### config.mk
export PLATFORM = sky130hd
export DESIGN_NAME = csa_operand_framer_flat
export DESIGN_NICKNAME = d
export VERILOG_FILES = /design/src/rtl/csa_operand_framer_if.sv /design/src/rtl/csa_operand_framer.sv /design/src/flat_wrapper.sv
export SDC_FILE = /design/constraint.sdc
export NUM_CORES = 1
export LEC_CHECK = 0
export ABC_CLOCK_PERIOD_IN_PS = 2380
export CAP_MARGIN = 20
export CORE_UTILIZATION = 47
export CTS_CLUSTER_SIZE = 30
export DETAILED_ROUTE_END_ITERATION = 16
export PLACE_DENSITY = 0.89
export RECOVER_POWER = 25
export SLEW_MARGIN = 10
export SYNTH_ARGS = -nofsm -noshare
export SYNTH_HDL_FRONTEND = slang
export SYNTH_SLANG_ARGS = --single-unit
export TNS_END_PERCENT = 20
### constraint.sdc
create_clock -name clk -period 2.38 [get_ports clk]
set_clock_uncertainty 0.05 [all_clocks]
set_input_delay 0.476 -clock clk [delete_from_list [all_inputs] [get_ports clk]]
set_output_delay 0.476 -clock clk [all_outputs]
set_load 0.02 [all_outputs]
### src/rtl/csa_operand_framer_if.sv
// rtl/csa_operand_framer_if.sv - word stream in, (a, b, c) triple out, for the CSA operand framer.
interface csa_operand_framer_if #(
   parameter int WIDTH = 4,
   parameter int CNT_W = 8
);
   logic [WIDTH-1:0] in_data;
   logic             in_valid;
   logic             in_last;
   logic             in_ready;
   logic [WIDTH-1:0] a;
   logic [WIDTH-1:0] b;
   logic [WIDTH-1:0] c;
   logic             trip_valid;
   logic             trip_ready;
   logic             trip_short;
   logic [CNT_W-1:0] trip_cnt;

   modport master (
      output in_data, in_valid, in_last, trip_ready,
      input  in_ready, a, b, c, trip_valid, trip_short, trip_cnt
   );

   modport slave (
      input  in_data, in_valid, in_last, trip_ready,
      output in_ready, a, b, c, trip_valid, trip_short, trip_cnt
   );
endinterface

### src/rtl/csa_operand_framer.sv
// rtl/csa_operand_framer.sv - groups a word stream into zero-filled (a, b, c) triples for the CSA.
// Optional CSA_FRAMER_OVERLAP_EN adds a one-word pending register so input continues while a triple is held.
module csa_operand_framer #(
   parameter int WIDTH = 4,
   parameter int CNT_W = 8
) (
   input logic                 clk,
   input logic                 rst,
   csa_operand_framer_if.slave bus
);
   typedef enum logic [1:0] {S_A, S_B, S_C, S_HOLD} state_t;

   state_t           state_q, state_d;
   logic [WIDTH-1:0] a_q, a_d, b_q, b_d, c_q, c_d;
   logic             short_q, short_d;
   logic [CNT_W-1:0] cnt_q, cnt_d;
   logic             in_ready, word_acc, trip_acc;
   logic             ld_en, ld_last;
   logic [WIDTH-1:0] ld_data;
`ifdef CSA_FRAMER_OVERLAP_EN
   logic [WIDTH-1:0] pend_data_q, pend_data_d;
   logic             pend_last_q, pend_last_d;
   logic             pend_vld_q, pend_vld_d;
`endif

   always_ff @(posedge clk or posedge rst) begin
      if (rst) begin
         state_q <= S_A;
         a_q     <= '0;
         b_q     <= '0;
         c_q     <= '0;
         short_q <= 1'b0;
         cnt_q   <= '0;
`ifdef CSA_FRAMER_OVERLAP_EN
         pend_data_q <= '0;
         pend_last_q <= 1'b0;
         pend_vld_q  <= 1'b0;
`endif
      end else begin
         state_q <= state_d;
         a_q     <= a_d;
         b_q     <= b_d;
         c_q     <= c_d;
         short_q <= short_d;
         cnt_q   <= cnt_d;
`ifdef CSA_FRAMER_OVERLAP_EN
         pend_data_q <= pend_data_d;
         pend_last_q <= pend_last_d;
         pend_vld_q  <= pend_vld_d;
`endif
      end
   end

   always_comb begin
      state_d = state_q;
      a_d     = a_q;
      b_d     = b_q;
      c_d     = c_q;
      short_d = short_q;
      cnt_d   = cnt_q;
      ld_en   = 1'b0;
      ld_data = '0;
      ld_last = 1'b0;
`ifdef CSA_FRAMER_OVERLAP_EN
      pend_data_d = pend_data_q;
      pend_last_d = pend_last_q;
      pend_vld_d  = pend_vld_q;
      in_ready    = !rst && ((state_q != S_HOLD) || !pend_vld_q);
`else
      in_ready    = !rst && (state_q != S_HOLD);
`endif
      word_acc = bus.in_valid && in_ready;
      trip_acc = (state_q == S_HOLD) && bus.trip_ready;

      case (state_q)
         S_A: begin
            if (word_acc) begin
               ld_en   = 1'b1;
               ld_data = bus.in_data;
               ld_last = bus.in_last;
            end
         end
         S_B: begin
            if (word_acc) begin
               b_d = bus.in_data;
               if (bus.in_last) begin
                  c_d     = '0;
                  short_d = 1'b1;
                  state_d = S_HOLD;
               end else begin
                  state_d = S_C;
               end
            end
         end
         S_C: begin
            if (word_acc) begin
               c_d     = bus.in_data;
               short_d = 1'b0;
               state_d = S_HOLD;
            end
         end
         S_HOLD: begin
            if (trip_acc) begin
               cnt_d   = cnt_q + CNT_W'(1);
               state_d = S_A;
`ifdef CSA_FRAMER_OVERLAP_EN
               // a buffered word takes priority; otherwise a same-cycle word starts the next triple
               if (pend_vld_q) begin
                  ld_en      = 1'b1;
                  ld_data    = pend_data_q;
                  ld_last    = pend_last_q;
                  pend_vld_d = 1'b0;
               end else if (word_acc) begin
                  ld_en   = 1'b1;
                  ld_data = bus.in_data;
                  ld_last = bus.in_last;
               end
            end else if (word_acc) begin
               pend_data_d = bus.in_data;
               pend_last_d = bus.in_last;
               pend_vld_d  = 1'b1;
`endif
            end
         end
         default: state_d = S_A;
      endcase

      // first word of a triple: a single-word frame goes straight to hold with b=c=0
      if (ld_en) begin
         a_d = ld_data;
         if (ld_last) begin
            b_d     = '0;
            c_d     = '0;
            short_d = 1'b1;
            state_d = S_HOLD;
         end else begin
            state_d = S_B;
         end
      end
   end

   assign bus.in_ready   = in_ready;
   assign bus.a          = a_q;
   assign bus.b          = b_q;
   assign bus.c          = c_q;
   assign bus.trip_valid = (state_q == S_HOLD);
   assign bus.trip_short = short_q;
   assign bus.trip_cnt   = cnt_q;
endmodule

### src/flat_wrapper.sv
// flat-port wrapper written by rule: the top's interface ports become plain ports
module csa_operand_framer_flat 
#(
   parameter int WIDTH = 4,
   parameter int CNT_W = 8
)
  (clk, rst, bus_in_data, bus_in_valid, bus_in_last, bus_trip_ready, bus_in_ready, bus_a, bus_b, bus_c, bus_trip_valid, bus_trip_short, bus_trip_cnt);
  csa_operand_framer_if #(.WIDTH(WIDTH), .CNT_W(CNT_W)) bus_i ();
  input logic clk;
  input logic rst;
  input wire logic [$bits(bus_i.in_data)-1:0] bus_in_data;
  input wire logic [$bits(bus_i.in_valid)-1:0] bus_in_valid;
  input wire logic [$bits(bus_i.in_last)-1:0] bus_in_last;
  input wire logic [$bits(bus_i.trip_ready)-1:0] bus_trip_ready;
  output wire logic [$bits(bus_i.in_ready)-1:0] bus_in_ready;
  output wire logic [$bits(bus_i.a)-1:0] bus_a;
  output wire logic [$bits(bus_i.b)-1:0] bus_b;
  output wire logic [$bits(bus_i.c)-1:0] bus_c;
  output wire logic [$bits(bus_i.trip_valid)-1:0] bus_trip_valid;
  output wire logic [$bits(bus_i.trip_short)-1:0] bus_trip_short;
  output wire logic [$bits(bus_i.trip_cnt)-1:0] bus_trip_cnt;
  assign bus_i.in_data = bus_in_data;
  assign bus_i.in_valid = bus_in_valid;
  assign bus_i.in_last = bus_in_last;
  assign bus_i.trip_ready = bus_trip_ready;
  assign bus_in_ready = bus_i.in_ready;
  assign bus_a = bus_i.a;
  assign bus_b = bus_i.b;
  assign bus_c = bus_i.c;
  assign bus_trip_valid = bus_i.trip_valid;
  assign bus_trip_short = bus_i.trip_short;
  assign bus_trip_cnt = bus_i.trip_cnt;
  csa_operand_framer #(.WIDTH(WIDTH), .CNT_W(CNT_W)) u_core (.clk(clk), .rst(rst), .bus(bus_i));
endmodule
# Word-level counts from Yosys, hierarchy flattened
# Cells that the tools add are included.
# op_classes
addsub,1
n_eq_ne,7
muxes,29
reduce_logical,8
# op_table
operator,n
2-to-1 mux 4 bit,11
2-to-1 mux 1 bit,10
2-to-1 mux 2 bit,5
inequality test 3 x 1 -> 1 bit (second input constant),3
adder 8 x 1 -> 8 bit (second input constant),1
case mux 4 bit (2 select lines),1
case mux 2 bit (3 select lines),1
equality test 2 bit (second input constant),2
AND reduction 4 bit,1
nonzero test 4 bit,1
logical AND 1 bit,3
equality test 2 x 1 -> 1 bit (second input constant),1
zero test 2 bit,1
inequality test 2 bit (second input constant),1
case mux 1 bit (2 select lines),1
AND reduction 2 bit,1
zero test 1 bit,1
# totals
ff_bits,23
input_bits,9
out_inout_bits,23
word_cells,51

# Depth between registers and ports, before layout
# logic_depth
ltp_word,7
mapped_depth,8
ltp_nobuf,6

# Worst setup path after synthesis
# Ideal clock, no wire load.
# synth_path
path_type,reg2reg
startpoint,register u_core.state_q[1]
endpoint,register u_core.state_q[1]
setup_ns,0.125
arrival_ns,1.829
required_ns,2.205
path_slack_ns,0.376
path_stages_with_launch,8
n_path_buf,2
period_less_slack_ns,2.004
path_cell_list,dfrtp_1 ha_1 and4bb_1 buf_6 and2_4 buf_6 o21bai_1 mux2_2
# synth_via
elab_cells_between_ends,20
cone_classes,eq/ne: 7; mux: 7; reduce/logical: 6
# synth_lines
element,line_no,rtl
from (decl),csa_operand_framer.sv:13,"state_t state_q, state_d;"
from (signal assigned),csa_operand_framer.sv:40,state_q <= state_d;
equality test 2 bit (*),--,
net bus_trip_valid,flat_wrapper.sv:19,output wire logic [$bits(bus_i.trip_valid)-1:0] bus_trip_valid;
logical AND 1 bit,csa_operand_framer.sv:73,trip_acc = (state_q == S_HOLD) && bus.trip_ready;
inequality test 3 x 1 -> 1 bit (no line),--,
AND reduction 4 bit (no line),--,
# The timed path passes the listed nets; every way through them passes the cells marked *.
# A chain may end at the register's enable or synchronous reset.

# Final worst setup path
# layout_path
startpoint,register u_core.state_q[0]
endpoint,output port bus_trip_valid
# layout_via
elab_chain_len,1
# layout_rtl
element,line_no,rtl
equality test 2 bit,csa_operand_framer.sv:146,assign bus.trip_valid = (state_q == S_HOLD);
to (decl),flat_wrapper.sv:19,
# Every way passes these cells.

==> run metrics <==
Storage cell area=577 µm²; Worst Setup End Kind=output pin; vias per cell=5.42; cell area power density=1220 nW/µm²; leakage=0.705 nW; Yosys reg bits=23; synthesis-to-layout area growth=32.1%; Net Sw Power=0.752 mW; Port-buffer cells=31; root buf cell=clkbuf_4; Max VDD drop=0.762 mV; first-pass GRT wire length=4.15 mm; Mapped Area=1150 µm²; final WL=2.40 mm; Die Y=51.4 µm; DR iter-0 viols=14; post-CTS setup buffers=0; Synth Area per Inst=11.8 µm²; Final HPWL DP=1.82 mm; Starting Density=50.9%; sequential area share after synthesis=50.2%; area of the multi-input gates=529 µm²; DRT Pass-1 Iters=4; hold wc startpoint=u_core.bus.trip_cnt[7]$_DFFE_PP0P_; Yosys cell types=29; Synth warnings=0; NumNets Final=151; Slew @ Worst Pin=1.24 ns; WHS Path Cells=1; wire length per cell=14.9 µm; Clk network pwr share=9.9%; Finish-stage setup viols=0; Final Power=1.85 mW; Worst Setup Start Kind=flip-flop; commonest non-fill, non-tap cell in the layout=clkdlybuf4s50_1; Switching Share=40.7%; max-slew violation count=0; drc violations=0; num ports=32; Data arrival, critical path=1.74 ns; Rel. slew slack=17.5%; layout cells sized above 1=12.0%; Tot GR Track Use=21.6%; crit-path max FO=8; total CTS buffers=3; combinational power share=53.6%; initial antenna violation count=0; required time of the worst setup path=1.85 ns; clk sinks=23; Vias=873; Peak Freq=442 MHz; commonest cells after routing, fill and taps aside=clkdlybuf4s50_1 (29), dfrtp_1 (22), nor2_1 (11), ha_1 (8), mux2_2 (6); Crit Path Category=flip-flop to output pin; fin crit period=2.26 ns; Final period util=95.2%; std cell rows=17; largest net degree at the start of global routing=24; Detail Route Antenna Nets=0; Clock Path Buffers=2; CTS H-tree depth=1; total gr overflow=0; # fillers=189; vias in the first global route=919; die width=51.4 µm; HP Class=flip-flop to flip-flop; Int Pwr=1.10 mW; sequential group share of total power=36.4%; Reg2Reg Depth=6; total die area=2640 µm²; Hold Crit Endpoint=u_core.bus.trip_cnt[7]$_DFFE_PP0P_; maxcap violations=0; R2R Setup Slk=0.25 ns; Clock Pin Slew Worst Setup and Hold Paths=0.13 ns; run status=complete, no violations; RSZ-0062 raised after global routing=no; Core ar.=2250 µm²; Final Hold Fails=0; Final TNS setup=0 ns; CTS tree=done; GPL Wtd Cong=0.777; RR Startpoint=u_core.state_q[0]$_DFFE_PP0P_; syn nets=114; Worst-Skew Late Latency=0.32 ns; Cells after Synth=97; n_diodes=0; r2r endpoint=u_core.bus.c[0]$_DFF_PP0_
## metal layers
metal	part of all wire, %	vias to the layer above	GRT usage [%]
li1	-	410	-
met1	43	426	25.8
met2	50	33	37.0
met3	4.6	4	3.57
met4	1.5	0	10.8
met5	0	-	0
## flip-flops by register name, summed over array words and instances (netlist names)
register and flops:
u_core.bus.a 4, u_core.bus.trip_short 1, u_core.state_q 2, u_core.bus.trip_cnt 8, u_core.bus.b 4, u_core.bus.c 4
## critical path, cell delays in order (launching register included)
cell and delay (ns):
dfrtp_1 0.47, ha_1 0.21, buf_4 0.15, clkdlybuf4s50_1 0.60
## stage by stage
stage / hold slack (ns) / worst slack [ns] / area (µm²) / utilization (%) / cells
after global routing: 0.467 / 0.0118 / 1520 / 67.2 / 161
after floorplan: 0.428 / 0.376 / 1150 / - / 97
after global placement: 0.413 / 0.133 / 1500 / 66.3 / 157
final: 0.441 / 0.115 / 1520 / 67.2 / 161
after detailed placement: 0.420 / 0.0970 / 1500 / 66.3 / 157
after CTS: 0.445 / 0.0624 / 1520 / 67.5 / 161
## cell families (layout without fill, tap and decap cells)
logic type | count (synthesis) | in the layout | synth area share, %
AND/OR/NAND/NOR | 30 | 30 | 14.5
XOR/XNOR | 7 | 7 | 5.34
adder cells (fa/ha/maj) | 8 | 8 | 8.72
buffers and inverters | 7 | 43 | 3.71
flip-flops | 23 | 23 | 50.2
AO/OA/AOI/OAI | 11 | 11 | 7.31
multiplexers | 11 | 11 | 10.3
## cell usage after synthesis
library cell / number / share of area [%]
nand3_1: 5 / 2.2
dfrtp_1: 23 / 50
and3_2: 1 / 0.65
xor2_1: 2 / 1.5
and2_1: 1 / 0.55
or2b_1: 1 / 0.65
a32oi_1: 4 / 3.1
a22o_1: 1 / 0.76
o21ai_0: 2 / 0.87
inv_1: 4 / 1.3
nor2_1: 11 / 3.6
and4bb_1: 1 / 1.1
o21bai_1: 1 / 0.65
and4_1: 2 / 1.5
or3b_1: 1 / 0.76
buf_6: 2 / 2.0
nand4_1: 1 / 0.55
and2_4: 1 / 0.76
nand2_1: 2 / 0.65
nor3_1: 1 / 0.44
ha_1: 8 / 8.7
xnor2_1: 5 / 3.8
a21o_2: 1 / 0.76
mux2_2: 6 / 5.9
buf_2: 1 / 0.44
and3_1: 2 / 1.1
a21oi_1: 1 / 0.44
mux2i_1: 5 / 4.4
a211o_1: 1 / 0.76
## power groups by stage
stage               clock network, mW  registers [mW]  logic, mW
floorplan                           0           0.819      0.424
global placement                    0           0.664      0.961
detailed placement                  0           0.678      0.999
CTS                             0.191           0.673      0.997
global route                    0.203           0.697       1.08
finish                          0.183           0.673      0.991
## area by class of cell
type | instances | area share, %
clock inverters | 1 | 0.330
repair buffers | 35 | 21.9
well taps | 28 | 2.31
multi-input cells | 67 | 34.9
clock buffers | 3 | 1.49
flip-flops and latches | 23 | 38.1
inverters | 4 | 0.991
## repair_timing
action,in CTS,in global routing
resized for setup,1,1
hold buffers,0,0
pin swaps,0,0
setup endpoints to repair,1,1
## how the worst max path moves through the flow
| stage | startpoint | end | slack, ns | depth (start not counted) |
|---|---|---|---|---|
| after detailed placement | rst | u_core.bus.c[0]$_DFF_PP0_ | 0.1 | 6 |
| after global placement | rst | bus_in_ready | 0.13 | 3 |
| after floorplan | u_core.state_q[1]$_DFFE_PP0P_ | u_core.state_q[1]$_DFFE_PP0P_ | 0.38 | 7 |
| final | u_core.state_q[0]$_DFFE_PP0P_ | bus_trip_valid | 0.12 | 3 |
| after global routing | rst | u_core.state_q[1]$_DFFE_PP0P_ | 0.01 | 4 |
| after CTS | u_core.state_q[1]$_DFFE_PP0P_ | bus_trip_valid | 0.06 | 3 |
Note: power is estimated with default switching activity, not from simulation.
